File: src/rtl/smi_pkg.sv
// -----------------------------------------------------------------------------
// smi_pkg
// Shared definitions for the SMI receive arbiter slice:
//   - FSM state encoding (legacy-compatible 2-bit constants)
//   - channel identifiers CH_09 / CH_24
//   - test-pattern LFSR seed and its step function
// No ports (package).
// -----------------------------------------------------------------------------
package smi_pkg;

    localparam logic [1:0] ST_IDLE  = 2'd0;
    localparam logic [1:0] ST_PULL  = 2'd1;
    localparam logic [1:0] ST_LOAD  = 2'd2;
    localparam logic [1:0] ST_SERVE = 2'd3;

    localparam logic CH_09 = 1'b0;
    localparam logic CH_24 = 1'b1;

    localparam logic [7:0] LFSR_SEED = 8'h56;

    // One LFSR step; the all-zero state is a lock-up point, so it is replaced
    // by the seed as soon as it would be reached.
    function automatic logic [7:0] lfsr_step(input logic [7:0] cur);
        logic [7:0] nxt;
        nxt = {cur[2] ^ cur[3], cur[7:1]};
        if (nxt == 8'h00) begin
            nxt = LFSR_SEED;
        end
        return nxt;
    endfunction

endpackage

File: src/rtl/smi_rx_arbiter_if.sv
// -----------------------------------------------------------------------------
// smi_rx_arbiter_if
// Bundles the FIFO-side and SMI-side signals of smi_rx_arbiter.
//   slave  modport : the arbiter (consumes i_*, drives o_*)
//   master modport : the surrounding FIFOs / SMI logic
// Signals:
//   i_enable                      arbitration enable
//   i_fifo_09_empty/_24_empty     FIFO empty flags
//   i_fifo_09_data/_24_data       FIFO read data (valid one cycle after pull)
//   o_fifo_09_pull/_24_pull       one-cycle FIFO pop strobes
//   i_byte_rd                     one strobe per byte consumed by SMI
//   o_smi_data_out                byte presented to SMI
//   o_data_valid                  o_smi_data_out holds an unconsumed byte
//   o_channel                     granted channel (0 = 09, 1 = 24)
//   o_read_req                    data pending
//   o_underrun                    sticky: byte read with no valid data
//   i_test_mode                   only when SMI_RX_TEST_PATTERN_EN is defined
// -----------------------------------------------------------------------------
interface smi_rx_arbiter_if;

`ifdef SMI_RX_TEST_PATTERN_EN
    logic        i_test_mode;
`endif
    logic        i_enable;
    logic        i_fifo_09_empty;
    logic        i_fifo_24_empty;
    logic [31:0] i_fifo_09_data;
    logic [31:0] i_fifo_24_data;
    logic        o_fifo_09_pull;
    logic        o_fifo_24_pull;
    logic        i_byte_rd;
    logic [7:0]  o_smi_data_out;
    logic        o_data_valid;
    logic        o_channel;
    logic        o_read_req;
    logic        o_underrun;

    modport slave (
`ifdef SMI_RX_TEST_PATTERN_EN
        input  i_test_mode,
`endif
        input  i_enable,
        input  i_fifo_09_empty,
        input  i_fifo_24_empty,
        input  i_fifo_09_data,
        input  i_fifo_24_data,
        output o_fifo_09_pull,
        output o_fifo_24_pull,
        input  i_byte_rd,
        output o_smi_data_out,
        output o_data_valid,
        output o_channel,
        output o_read_req,
        output o_underrun
    );

    modport master (
`ifdef SMI_RX_TEST_PATTERN_EN
        output i_test_mode,
`endif
        output i_enable,
        output i_fifo_09_empty,
        output i_fifo_24_empty,
        output i_fifo_09_data,
        output i_fifo_24_data,
        input  o_fifo_09_pull,
        input  o_fifo_24_pull,
        output i_byte_rd,
        input  o_smi_data_out,
        input  o_data_valid,
        input  o_channel,
        input  o_read_req,
        input  o_underrun
    );

endinterface

File: src/rtl/smi_word_serializer.sv
// -----------------------------------------------------------------------------
// smi_word_serializer
// Holds one 32-bit word and hands it out one byte at a time, MSB byte first.
// Ports:
//   i_sys_clk      system clock
//   soe_and_reset  asynchronous active-low reset
//   i_load         capture i_word, restart at byte 0, mark valid
//   i_word         word to capture
//   i_advance      consume the current byte (ignored while not valid)
//   o_byte         current byte, 0x00 while not valid
//   o_last_byte    current byte is byte 3 of the word
//   o_valid        a byte is waiting to be consumed
// -----------------------------------------------------------------------------
module smi_word_serializer (
    input  logic        i_sys_clk,
    input  logic        soe_and_reset,
    input  logic        i_load,
    input  logic [31:0] i_word,
    input  logic        i_advance,
    output logic [7:0]  o_byte,
    output logic        o_last_byte,
    output logic        o_valid
);

    logic [31:0] shreg_q, shreg_d;
    logic [1:0]  idx_q,   idx_d;
    logic        valid_q, valid_d;
    logic [7:0]  byte_sel;

    always_comb begin
        shreg_d = shreg_q;
        idx_d   = idx_q;
        valid_d = valid_q;
        if (i_load) begin
            shreg_d = i_word;
            idx_d   = 2'd0;
            valid_d = 1'b1;
        end else if (i_advance && valid_q) begin
            // 2-bit index wraps 3 -> 0 naturally; the word is finished there.
            idx_d = idx_q + 2'd1;
            if (idx_q == 2'd3) begin
                valid_d = 1'b0;
            end
        end
    end

    always_comb begin
        case (idx_q)
            2'd0:    byte_sel = shreg_q[31:24];
            2'd1:    byte_sel = shreg_q[23:16];
            2'd2:    byte_sel = shreg_q[15:8];
            default: byte_sel = shreg_q[7:0];
        endcase
    end

    always_ff @(posedge i_sys_clk or negedge soe_and_reset) begin
        if (!soe_and_reset) begin
            shreg_q <= 32'h0;
            idx_q   <= 2'd0;
            valid_q <= 1'b0;
        end else begin
            shreg_q <= shreg_d;
            idx_q   <= idx_d;
            valid_q <= valid_d;
        end
    end

    assign o_byte      = valid_q ? byte_sel : 8'h00;
    assign o_last_byte = (idx_q == 2'd3);
    assign o_valid     = valid_q;

endmodule

File: src/rtl/smi_rx_arbiter.sv
// -----------------------------------------------------------------------------
// smi_rx_arbiter
// Round-robin arbiter between two 32-bit receive FIFOs (channel 09 and 24)
// feeding a byte-wide SMI read port. A grant serves up to BURST_WORDS words
// before the channels are re-arbitrated.
// Parameters:
//   BURST_WORDS    words per grant, 1..256
// Ports:
//   i_sys_clk      system clock
//   soe_and_reset  asynchronous active-low reset
//   bus            smi_rx_arbiter_if.slave (FIFO and SMI side signals)
// Build option:
//   SMI_RX_TEST_PATTERN_EN  adds bus.i_test_mode; when set, bytes come from an
//                           8-bit LFSR instead of the FIFOs.
// -----------------------------------------------------------------------------
module smi_rx_arbiter
    import smi_pkg::*;
#(
    parameter int BURST_WORDS = 16
) (
    input  logic            i_sys_clk,
    input  logic            soe_and_reset,
    smi_rx_arbiter_if.slave bus
);

    localparam logic [7:0] LAST_WCNT = 8'(BURST_WORDS - 1);

    logic [1:0] state_q,    state_d;
    logic       grant_q,    grant_d;
    logic       last_q,     last_d;
    logic [7:0] wcnt_q,     wcnt_d;
    logic       underrun_q, underrun_d;

    logic        pull_09;
    logic        pull_24;
    logic        ser_load;
    logic [31:0] ser_word;
    logic        ser_advance;
    logic [7:0]  ser_byte;
    logic        ser_last;
    logic        ser_valid;
    logic        granted_empty;
    logic        any_ready;
    logic        test_act;
    logic        data_valid;
    logic [7:0]  data_out;

`ifdef SMI_RX_TEST_PATTERN_EN
    logic [7:0] lfsr_q, lfsr_d;

    // Gated by reset so every output reads 0 while reset is held.
    assign test_act = bus.i_test_mode & soe_and_reset;

    always_comb begin
        lfsr_d = lfsr_q;
        if (test_act && bus.i_byte_rd) begin
            lfsr_d = lfsr_step(lfsr_q);
        end
    end

    always_ff @(posedge i_sys_clk or negedge soe_and_reset) begin
        if (!soe_and_reset) begin
            lfsr_q <= LFSR_SEED;
        end else begin
            lfsr_q <= lfsr_d;
        end
    end

    assign data_out = test_act ? lfsr_q : ser_byte;
`else
    assign test_act = 1'b0;
    assign data_out = ser_byte;
`endif

    assign granted_empty = (grant_q == CH_24) ? bus.i_fifo_24_empty : bus.i_fifo_09_empty;
    assign any_ready     = ~bus.i_fifo_09_empty | ~bus.i_fifo_24_empty;
    assign ser_word      = (grant_q == CH_24) ? bus.i_fifo_24_data : bus.i_fifo_09_data;
    assign ser_advance   = (state_q == ST_SERVE) & bus.i_byte_rd & ser_valid & ~test_act;
    assign data_valid    = test_act | ser_valid;

    always_comb begin
        state_d  = state_q;
        grant_d  = grant_q;
        last_d   = last_q;
        wcnt_d   = wcnt_q;
        pull_09  = 1'b0;
        pull_24  = 1'b0;
        ser_load = 1'b0;
        case (state_q)
            ST_IDLE: begin
                if (bus.i_enable && any_ready && !test_act) begin
                    // Both ready: the channel not served last wins. last_q
                    // comes out of reset as CH_24 so channel 09 goes first.
                    if (!bus.i_fifo_09_empty && !bus.i_fifo_24_empty) begin
                        grant_d = ~last_q;
                    end else if (!bus.i_fifo_09_empty) begin
                        grant_d = CH_09;
                    end else begin
                        grant_d = CH_24;
                    end
                    last_d  = grant_d;
                    state_d = ST_PULL;
                end
            end
            ST_PULL: begin
                // A FIFO drained behind our back leaves nothing to load, so
                // fall back to IDLE instead of capturing stale data.
                if (!granted_empty && !test_act) begin
                    pull_09 = (grant_q == CH_09);
                    pull_24 = (grant_q == CH_24);
                    state_d = ST_LOAD;
                end else begin
                    wcnt_d  = 8'd0;
                    state_d = ST_IDLE;
                end
            end
            ST_LOAD: begin
                // FIFO read data is valid this cycle, one after the pull.
                ser_load = 1'b1;
                state_d  = ST_SERVE;
            end
            ST_SERVE: begin
                if (ser_advance && ser_last) begin
                    if (wcnt_q == LAST_WCNT || granted_empty || !bus.i_enable) begin
                        wcnt_d  = 8'd0;
                        state_d = ST_IDLE;
                    end else begin
                        wcnt_d  = wcnt_q + 8'd1;
                        state_d = ST_PULL;
                    end
                end
            end
            default: begin
                state_d = ST_IDLE;
            end
        endcase
    end

    always_comb begin
        underrun_d = underrun_q | (bus.i_byte_rd & ~data_valid);
    end

    always_ff @(posedge i_sys_clk or negedge soe_and_reset) begin
        if (!soe_and_reset) begin
            state_q    <= ST_IDLE;
            grant_q    <= CH_09;
            last_q     <= CH_24;
            wcnt_q     <= 8'd0;
            underrun_q <= 1'b0;
        end else begin
            state_q    <= state_d;
            grant_q    <= grant_d;
            last_q     <= last_d;
            wcnt_q     <= wcnt_d;
            underrun_q <= underrun_d;
        end
    end

    smi_word_serializer u_serializer (
        .i_sys_clk     (i_sys_clk),
        .soe_and_reset (soe_and_reset),
        .i_load        (ser_load),
        .i_word        (ser_word),
        .i_advance     (ser_advance),
        .o_byte        (ser_byte),
        .o_last_byte   (ser_last),
        .o_valid       (ser_valid)
    );

    assign bus.o_fifo_09_pull = pull_09;
    assign bus.o_fifo_24_pull = pull_24;
    assign bus.o_smi_data_out = data_out;
    assign bus.o_data_valid   = data_valid;
    assign bus.o_channel      = grant_q;
    // FIFO flags are combinational inputs, so reset is folded in to keep the
    // request low while reset is held.
    assign bus.o_read_req     = soe_and_reset &
                                (data_valid | ~bus.i_fifo_09_empty | ~bus.i_fifo_24_empty);
    assign bus.o_underrun     = underrun_q;

endmodule

File: src/flat_wrapper.sv
// flat-port wrapper written by rule: the top's interface ports become plain ports
module smi_rx_arbiter_flat import smi_pkg::*;
#(
    parameter int BURST_WORDS = 16
)
  (i_sys_clk, soe_and_reset, bus_i_enable, bus_i_fifo_09_empty, bus_i_fifo_24_empty, bus_i_fifo_09_data, bus_i_fifo_24_data, bus_o_fifo_09_pull, bus_o_fifo_24_pull, bus_i_byte_rd, bus_o_smi_data_out, bus_o_data_valid, bus_o_channel, bus_o_read_req, bus_o_underrun);
  smi_rx_arbiter_if bus_i ();
  input  logic i_sys_clk;
  input  logic soe_and_reset;
  input wire logic [$bits(bus_i.i_enable)-1:0] bus_i_enable;
  input wire logic [$bits(bus_i.i_fifo_09_empty)-1:0] bus_i_fifo_09_empty;
  input wire logic [$bits(bus_i.i_fifo_24_empty)-1:0] bus_i_fifo_24_empty;
  input wire logic [$bits(bus_i.i_fifo_09_data)-1:0] bus_i_fifo_09_data;
  input wire logic [$bits(bus_i.i_fifo_24_data)-1:0] bus_i_fifo_24_data;
  output wire logic [$bits(bus_i.o_fifo_09_pull)-1:0] bus_o_fifo_09_pull;
  output wire logic [$bits(bus_i.o_fifo_24_pull)-1:0] bus_o_fifo_24_pull;
  input wire logic [$bits(bus_i.i_byte_rd)-1:0] bus_i_byte_rd;
  output wire logic [$bits(bus_i.o_smi_data_out)-1:0] bus_o_smi_data_out;
  output wire logic [$bits(bus_i.o_data_valid)-1:0] bus_o_data_valid;
  output wire logic [$bits(bus_i.o_channel)-1:0] bus_o_channel;
  output wire logic [$bits(bus_i.o_read_req)-1:0] bus_o_read_req;
  output wire logic [$bits(bus_i.o_underrun)-1:0] bus_o_underrun;
  assign bus_i.i_enable = bus_i_enable;
  assign bus_i.i_fifo_09_empty = bus_i_fifo_09_empty;
  assign bus_i.i_fifo_24_empty = bus_i_fifo_24_empty;
  assign bus_i.i_fifo_09_data = bus_i_fifo_09_data;
  assign bus_i.i_fifo_24_data = bus_i_fifo_24_data;
  assign bus_o_fifo_09_pull = bus_i.o_fifo_09_pull;
  assign bus_o_fifo_24_pull = bus_i.o_fifo_24_pull;
  assign bus_i.i_byte_rd = bus_i_byte_rd;
  assign bus_o_smi_data_out = bus_i.o_smi_data_out;
  assign bus_o_data_valid = bus_i.o_data_valid;
  assign bus_o_channel = bus_i.o_channel;
  assign bus_o_read_req = bus_i.o_read_req;
  assign bus_o_underrun = bus_i.o_underrun;
  smi_rx_arbiter #(.BURST_WORDS(BURST_WORDS)) u_core (.i_sys_clk(i_sys_clk), .soe_and_reset(soe_and_reset), .bus(bus_i));
endmodule
File: config.mk
export PLATFORM = sky130hd
export DESIGN_NAME = smi_rx_arbiter_flat
export DESIGN_NICKNAME = d
export VERILOG_FILES = /design/src/rtl/smi_pkg.sv /design/src/rtl/smi_rx_arbiter_if.sv /design/src/rtl/smi_word_serializer.sv /design/src/rtl/smi_rx_arbiter.sv /design/src/flat_wrapper.sv
export SDC_FILE = /design/constraint.sdc
export NUM_CORES = 1
export LEC_CHECK = 0
export BUFFER_PORTS_ARGS = -buffer_cell sky130_fd_sc_hd__buf_2
export CAP_MARGIN = 20
export CORE_ASPECT_RATIO = 1.25
export CORE_MARGIN = 10
export CORE_UTILIZATION = 39
export DETAILED_ROUTE_END_ITERATION = 10
export GPL_TIMING_DRIVEN = 0
export PLACE_DENSITY_LB_ADDON = 0.08
export SYNTH_ARGS = -nofsm -noshare
export SYNTH_HDL_FRONTEND = slang
export SYNTH_SLANG_ARGS = --single-unit
File: constraint.sdc
create_clock -name i_sys_clk -period 3.9 [get_ports i_sys_clk]
set_input_delay 0.78 -clock i_sys_clk [delete_from_list [all_inputs] [get_ports i_sys_clk]]
set_output_delay 0.78 -clock i_sys_clk [all_outputs]
set_load 0.05 [all_outputs]
==> results of run 1 <==
-- cells by family after synthesis --
group           Yosys count
flops                    48
compound gates           72
fa+ha+maj                 6
mux                      34
buf+inv                  27
simple gates             88
-- cells in the mapped netlist, drive strengths merged, types with 2 or more instances --
master / instances
ha: 6
clkbuf: 13
mux2i: 34
nand3: 7
a222oi: 8
a21oi: 11
o2bb2ai: 2
inv: 7
o21a: 2
nand2: 38
nand4: 3
nand2b: 3
dfrtp: 47
nor2: 24
buf: 6
o22ai: 4
o21ai: 38
and3: 4
nand4b: 2
-- how the worst max path moves through the flow --
stage / depth (start not counted) / slack [ns] / from / to
after floorplan: 3 / 0.66 / u_core.bus.o_channel$_DFFE_PN0P_ / bus_o_fifo_24_pull
after global placement: 3 / 0.96 / soe_and_reset / bus_o_read_req
after detailed placement: 8 / 1.20 / u_core.u_serializer.idx_q[0]$_DFFE_PN0P_ / bus_o_smi_data_out[7]
after CTS: 8 / 0.86 / u_core.u_serializer.idx_q[0]$_DFFE_PN0P_ / bus_o_smi_data_out[7]
after global routing: 8 / 0.71 / u_core.u_serializer.idx_q[0]$_DFFE_PN0P_ / bus_o_smi_data_out[7]
final: 8 / 0.86 / u_core.u_serializer.idx_q[0]$_DFFE_PN0P_ / bus_o_smi_data_out[7]
-- power breakdown --
group / total, uW / internal, uW / leakage (uW) / switching (uW)
logic: 1420 / 475 / 0.000980 / 949
clock network: 305 / 142 / 0.0000510 / 163
registers: 855 / 714 / 0.000592 / 141
-- cell type report --
class	instances	area [sq um]
plain buffers	19	90.1
clock buffers	6	82.6
clock inverters	2	10.0
fillers	678	3270
inverters	8	30.0
multi-input cells	200	1290
flip-flops and latches	48	1200
well taps	87	109
repair buffers	84	435
-- worst max-delay path, stage by stage (launching register included) --
cell and delay, ns:
dfrtp_1 0.46, inv_1 0.11, ha_1 0.20, clkbuf_1 0.21, a222oi_1 0.50, nor2_1 0.09
a21oi_1 0.13, nor2_1 0.05, buf_2 0.21
-- sequential cells by signal, indices dropped and copies added (netlist names), named ones only --
signal / cells
u_core.bus.o_channel: 1
u_core.bus.o_underrun: 1
u_core.last_q: 1
u_core.state_q: 1
u_core.u_serializer.idx_q: 2
u_core.u_serializer.o_valid: 1
u_core.u_serializer.shreg_q: 32
u_core.wcnt_q: 8
-- per-layer routing --
metal  GRT usage  vias to the layer above  part of all wire
met3      0.0356                        4             0.050
li1            -                     1161                 -
met4      0.0381                        0            0.0074
met2       0.234                       62              0.51
met5           0                        -                 0
met1       0.170                     1089              0.44
-- stage by stage --
stage                     hold WS, ns  setup slack, ns
after CTS                       0.465            0.857
final                           0.460            0.859
after floorplan                 0.449            0.660
after detailed placement        0.445             1.20
after global routing            0.490            0.712
after global placement          0.440            0.956
==> impl_metrics.py, run 1 <==
metrics = {
    "run_status": {
        "status": "finished clean",
    },
    "routing": {
        "drcViolationCount": 0,
        "antenna_left": 0,
        "avgViaCountPerCell": 5.10,
        "dr.pass1.iters": 4,
        "finalWirelength_um": 7200,
        "num_vias": 2316,
        "drtIter0Drc": 151,
        "routedWlPerCell_um": 15.9,
    },
    "synthesis": {
        "yosys.area.top_type_share": 0.450,
        "synthAdderAreaFrac": 0.0287,
        "ys_ff_latch": 48,
        "synth_edf_count": 0,
        "syn_inst": 275,
        "synth_top_family_by_area": "compound AO/OA/AOI/OAI gates",
        "synthXorXnorAreaFrac": 0,
        "yosys.area_share.simple": 0.157,
        "synth_ff_type": "dfrtp_1",
        "syn_area_per_cell_sq_um": 9.51,
        "ys_warn_count": 0,
        "synthTopCellsByArea": "dfrtp_1 45%, mux2i_1 13%, o21ai_0 7.3%, nand2_1 5.5%, nor2_1 3.4%",
        "yosys.area.top_type": "dfrtp_1",
        "synthArstFlopShare": 1.00,
        "synth_compound_area_frac": 0.174,
        "synth_cell_type_count": 40,
        "synth_area_sq_um": 2620,
        "muxShareOfSynthArea": 0.135,
        "seq_area_frac_synth": 0.460,
        "synth.net_count": 351,
    },
    "final_layout": {
        "finalNetCount": 442,
        "final_common_cell": "buf_2",
        "diodes": 0,
        "final_cell_area_sq_um": 3250,
        "layout_common_cells": "86 x buf_2, 47 x dfrtp_1, 38 x nand2_1, 38 x o21ai_0, 33 x mux2i_1",
        "fin_util": 0.499,
        "layout-drive-gt1-share": 0.283,
        "syn_to_final_growth_pct": 24.3,
        "stdcell_count": 454,
    },
    "sta": {
        "max_slew_margin": 0.523,
        "hold_violations": 0,
        "setup_viol": 0,
        "tightest_slew_ns": 0.716,
        "min_period_over_period": 0.780,
        "fin_setup_tns_ns": 0,
        "rsz0062_at_grt": "false",
        "fmax_mhz": 329,
        "finClkSkew_ns": 0.00329,
        "report.final.slew_viol_count": 0,
        "fin_crit_ns": 3.04,
    },
    "worst_setup_path": {
        "r2r_setup_slack_ns": 2.18,
        "cp.arrival_ns": 2.26,
        "reg2reg_from": "u_core.wcnt_q[0]$_DFFE_PN0P_",
        "rr_endpoint": "u_core.wcnt_q[3]$_DFFE_PN0P_",
        "worstPathMaxFanout": 8,
        "crit_type": "reg -> out",
        "reg2regPathDepth": 5,
        "cp.required_ns": 3.12,
        "end_kind": "output port",
        "cp-start-kind": "register",
    },
    "placed_design": {
        "gp_congestion": 0.845,
        "placedCellCount": 446,
        "portBuffers": 83,
        "place_area_sq_um": 3160,
        "dp_hpwl_um": 5660,
    },
    "clock_tree": {
        "cts_buffer_depth": 2,
        "htree_levels": 2,
        "holdBufCountCts": 0,
        "cts_sinks": 48,
        "clk_pin_slew_ns": 0.09,
        "cts_setup_buffers": 0,
        "postCtsResizedCells": 0,
        "cts_root_buffer": "clkbuf_8",
        "clk_latency_ns": 0.29,
        "cts_tree": "yes",
        "numCtsBuffers": 5,
    },
    "min_path": {
        "hold_end": "u_core.bus.o_underrun$_DFF_PN0_",
        "hold_depth": 1,
        "hp-class": "reg -> reg",
        "hp-start": "u_core.bus.o_underrun$_DFF_PN0_",
    },
    "global_routing": {
        "grt_overflow": 0,
        "grt_max_degree": 27,
        "grt_use_total": 0.139,
        "grt_pass1_wl_um": 11900,
        "antenna_found_initial": 0,
        "grt_pass1_vias": 2468,
    },
    "die": {
        "die_area_sq_um": 10400,
        "num_rows": 33,
        "ios": 84,
        "die_w_um": 93.3,
        "core_area_sq_um": 6520,
        "die_h_um": 112,
        "start_util": 0.401,
    },
    "pwr": {
        "vdd_drop_max_uv": 400,
        "power_density_nw_per_um2": 795,
        "leakagePower_uw": 0.00162,
        "power_uw": 2580,
    },
    "job": {
        "drv_cap": 0,
    },
}
(Power assumes the default switching activity.)
==> inputs of run 2 (changes only) <==
--- a/config.mk
+++ b/config.mk
@@ -5,6 +5,7 @@
 export SDC_FILE = /design/constraint.sdc
 export NUM_CORES = 1
 export LEC_CHECK = 0
+export ABC_AREA = 1
 export BUFFER_PORTS_ARGS = -buffer_cell sky130_fd_sc_hd__buf_2
 export CAP_MARGIN = 20
 export CORE_ASPECT_RATIO = 1.25
==> constraint.sdc (replaced) <==
create_clock -name i_sys_clk -period 2.77 [get_ports i_sys_clk]
set_input_delay 0.554 -clock i_sys_clk [delete_from_list [all_inputs] [get_ports i_sys_clk]]
set_output_delay 0.554 -clock i_sys_clk [all_outputs]
set_load 0.05 [all_outputs]
==> run 2 against run 1 <==
  * Clock power rose by 40%
  * Count of clock-buffer cells in the layout rose by 2
  * First-iteration DRC count rose by 5.3%
  * Final cell count rose by 17%
  * Sequential share of layout area fell by 0.42 points
  * Largest cell class unchanged
==> impl_metrics.py, run 2 <==
metrics = {
    "clock_tree": {
        "cts_setup_buffers": 0,
        "cts_buffer_depth": 2,
        "clk_pin_slew_ns": 0.09,
        "numCtsBuffers": 5,
        "htree_levels": 2,
        "cts_root_buffer": "clkbuf_8",
        "cts_sinks": 48,
        "clk_latency_ns": 0.30,
        "cts_tree": "yes",
        "holdBufCountCts": 0,
        "postCtsResizedCells": 0,
    },
    "sta": {
        "report.final.slew_viol_count": 0,
        "fmax_mhz": 388,
        "tightest_slew_ns": 0.583,
        "whs_ns": 0.251,
        "fin_setup_tns_ns": 0,
        "min_period_over_period": 0.930,
        "fin_crit_ns": 2.57,
        "rsz0062_at_grt": "false",
        "hold_violations": 0,
        "finClkSkew_ns": 0.00767,
        "max_slew_margin": 0.611,
        "setup_viol": 0,
    },
    "global_routing": {
        "grt_pass1_wl_um": 12900,
        "met1_usage": 0.182,
        "grt_busiest_layer": "met2",
        "grt_util_met2": 0.261,
        "grt_max_degree": 26,
        "grt_pass1_vias": 2654,
        "use_met3": 0.0353,
        "grt_overflow": 0,
        "grt_use_total": 0.151,
        "antenna_found_initial": 0,
    },
    "routing": {
        "drtIter0Drc": 159,
        "routedWlPerCell_um": 15.0,
        "antenna_left": 0,
        "finalWirelength_um": 7960,
        "num_vias": 2658,
        "avgViaCountPerCell": 5.01,
        "drcViolationCount": 0,
        "dr.pass1.iters": 6,
    },
    "worst_setup_path": {
        "critPathLaunch": "u_core.u_serializer.idx_q[0]$_DFFE_PN0P_",
        "cp-start-kind": "register",
        "cp.required_ns": 2.22,
        "cp.arrival_ns": 2.02,
        "crit_type": "reg -> out",
        "slowest_stage": "dfrtp_1",
        "worst-path-stages": 6,
        "worstPathMaxFanout": 9,
        "critPathBufInv": 3,
        "reg2reg_from": "u_core.bus.o_channel$_DFFE_PN0P_",
        "r2r_setup_slack_ns": 1.27,
        "reg2regPathDepth": 7,
        "crit_path_cell_trace": "ha_1 -> clkbuf_1 -> inv_1 -> o21ai_0 -> a31oi_1 -> buf_2",
        "critPathMaxStageDelay_ns": 0.43,
        "crit_end": "bus_o_smi_data_out[7]",
        "rr_endpoint": "u_core.wcnt_q[5]$_DFFE_PN0P_",
        "path_delay_family": "buffers and inverters",
        "end_kind": "output port",
    },
    "final_layout": {
        "diodes": 0,
        "fin_util": 0.501,
        "layout_common_cells": "86 x nand2_1, 86 x buf_2, 48 x o21ai_0",
        "multiInputGateArea_sq_um": 1310,
        "finalNetCount": 519,
        "fillers": 685,
        "largest_reg_flops": 32,
        "stdcell_count": 531,
        "final-seq-area_sq_um": 1200,
        "syn_to_final_growth_pct": 24.5,
        "regMostFlops": "u_core.u_serializer.shreg_q",
        "top_regs": "u_core.u_serializer.shreg_q: 32 flops, u_core.wcnt_q: 8 flops, u_core.u_serializer.idx_q: 2 flops",
        "layout-drive-gt1-share": 0.252,
    },
    "synthesis": {
        "ys_top_cells_by_count": "86 x nand2_1, 48 x o21ai_0, 47 x dfrtp_1, 47 x nor2_1, 30 x o21ai_1",
        "synth_area_sq_um": 2640,
        "synth_ff_type": "dfrtp_1",
        "yosys.area.top_type_share": 0.445,
        "synth_cell_type_count": 31,
        "syn_area_per_cell_sq_um": 7.51,
        "seq_area_frac_synth": 0.455,
        "synth_most_common_cell": "nand2_1",
        "synthArstFlopShare": 1.00,
        "yosys.area.top_type": "dfrtp_1",
        "ys_ff_latch": 48,
        "ys_warn_count": 0,
        "synthTopCellsByArea": "dfrtp_1 44%, nand2_1 12%, o21ai_0 9.1%, nor2_1 6.7%, o21ai_1 5.7%",
        "synth.net_count": 428,
        "syn_inst": 352,
        "synth_edf_count": 0,
    },
    "job": {
        "drv_cap": 0,
    },
    "pwr": {
        "power_uw": 3610,
        "leakagePower_uw": 0.00159,
        "power_density_nw_per_um2": 1100,
        "vdd_drop_max_uv": 786,
        "sw_frac_of_total": 0.514,
        "power_frac_clock": 0.118,
        "switchingPower_uw": 1860,
        "power_frac_comb": 0.546,
        "intPower_uw": 1750,
        "seqPwrFrac": 0.336,
    },
    "die": {
        "core_area_sq_um": 6570,
        "num_rows": 33,
        "die_h_um": 112,
        "die_area_sq_um": 10500,
        "ios": 84,
        "start_util": 0.403,
        "die_w_um": 93.6,
    },
    "placed_design": {
        "gp_congestion": 0.812,
        "portBuffers": 83,
        "placedCellCount": 523,
        "dp_hpwl_um": 6450,
    },
    "run_status": {
        "status": "finished clean",
    },
    "min_path": {
        "hp-class": "in -> async",
    },
}
[run 2: changes by cell type in the layout (fill, tap and decap cells not counted), sizes merged, moves of 7 or more]
cell / previous run / this run
nand3: 7 / 14
mux2i: 34 / 0
nor2: 24 / 49
nand2: 38 / 89
inv: 7 / 18
a31oi: 1 / 8
o21ai: 38 / 79
a222oi: 8 / 0
[run 2: area by class of cell]
| cell class | instances | share of cell area |
|---|---|---|
| timing repair buffer | 84 | 0.132 |
| multi-input combinational | 268 | 0.397 |
| clock buffer | 8 | 0.0274 |
| tap | 87 | 0.0331 |
| sequential | 48 | 0.365 |
| inverter | 18 | 0.0205 |
| buffer | 18 | 0.0240 |
[run 2: how the worst min path moves through the flow]
stage,from,endpoint,slack [ns],depth (start not counted)
after floorplan,soe_and_reset,asynchronous set/reset pin,0.26,0
after global placement,u_core.bus.o_underrun$_DFF_PN0_,u_core.bus.o_underrun$_DFF_PN0_,0.43,1
after detailed placement,u_core.bus.o_underrun$_DFF_PN0_,u_core.bus.o_underrun$_DFF_PN0_,0.44,1
after CTS,soe_and_reset,u_core.u_serializer.shreg_q[13]$_DFFE_PN0P_,0.26,1
after global routing,soe_and_reset,u_core.u_serializer.shreg_q[21]$_DFFE_PN0P_,0.28,1
final,soe_and_reset,u_core.u_serializer.shreg_q[14]$_DFFE_PN0P_,0.25,1
[run 2: metrics by stage]
stage	area, sq um	setup WS, ns
floorplan	2660	0.188
finish	3290	0.195
detailed placement	3200	0.464
CTS	3290	0.172
global placement	3180	0.259
global route	3290	0.0642
[run 2: power by group through the flow]
stage | combinational [uW] | sequential (uW) | clock [uW]
final | 1970 | 1210 | 427
after detailed placement | 2000 | 1220 | 0
after global placement | 1980 | 1220 | 0
after floorplan | 1420 | 1200 | 0
after CTS | 2000 | 1210 | 446
after global routing | 2190 | 1250 | 477
[run 2: routing by layer]
layer / wire, um / up-vias
met5: 0 / -
met4: 58 / 0
met3: 400 / 6
met2: 4170 / 65
met1: 3330 / 1228
li1: - / 1359
[run 2: kinds of logic (layout without fill, tap and decap cells)]
family | after synthesis | count (layout) | synth area share
compound gates | 101 | 101 | 0.200
flops | 48 | 48 | 0.455
buf+inv | 36 | 128 | 0.0554
simple gates | 159 | 159 | 0.255
fa+ha+maj | 6 | 6 | 0.0284
xor+xnor | 2 | 2 | 0.00663
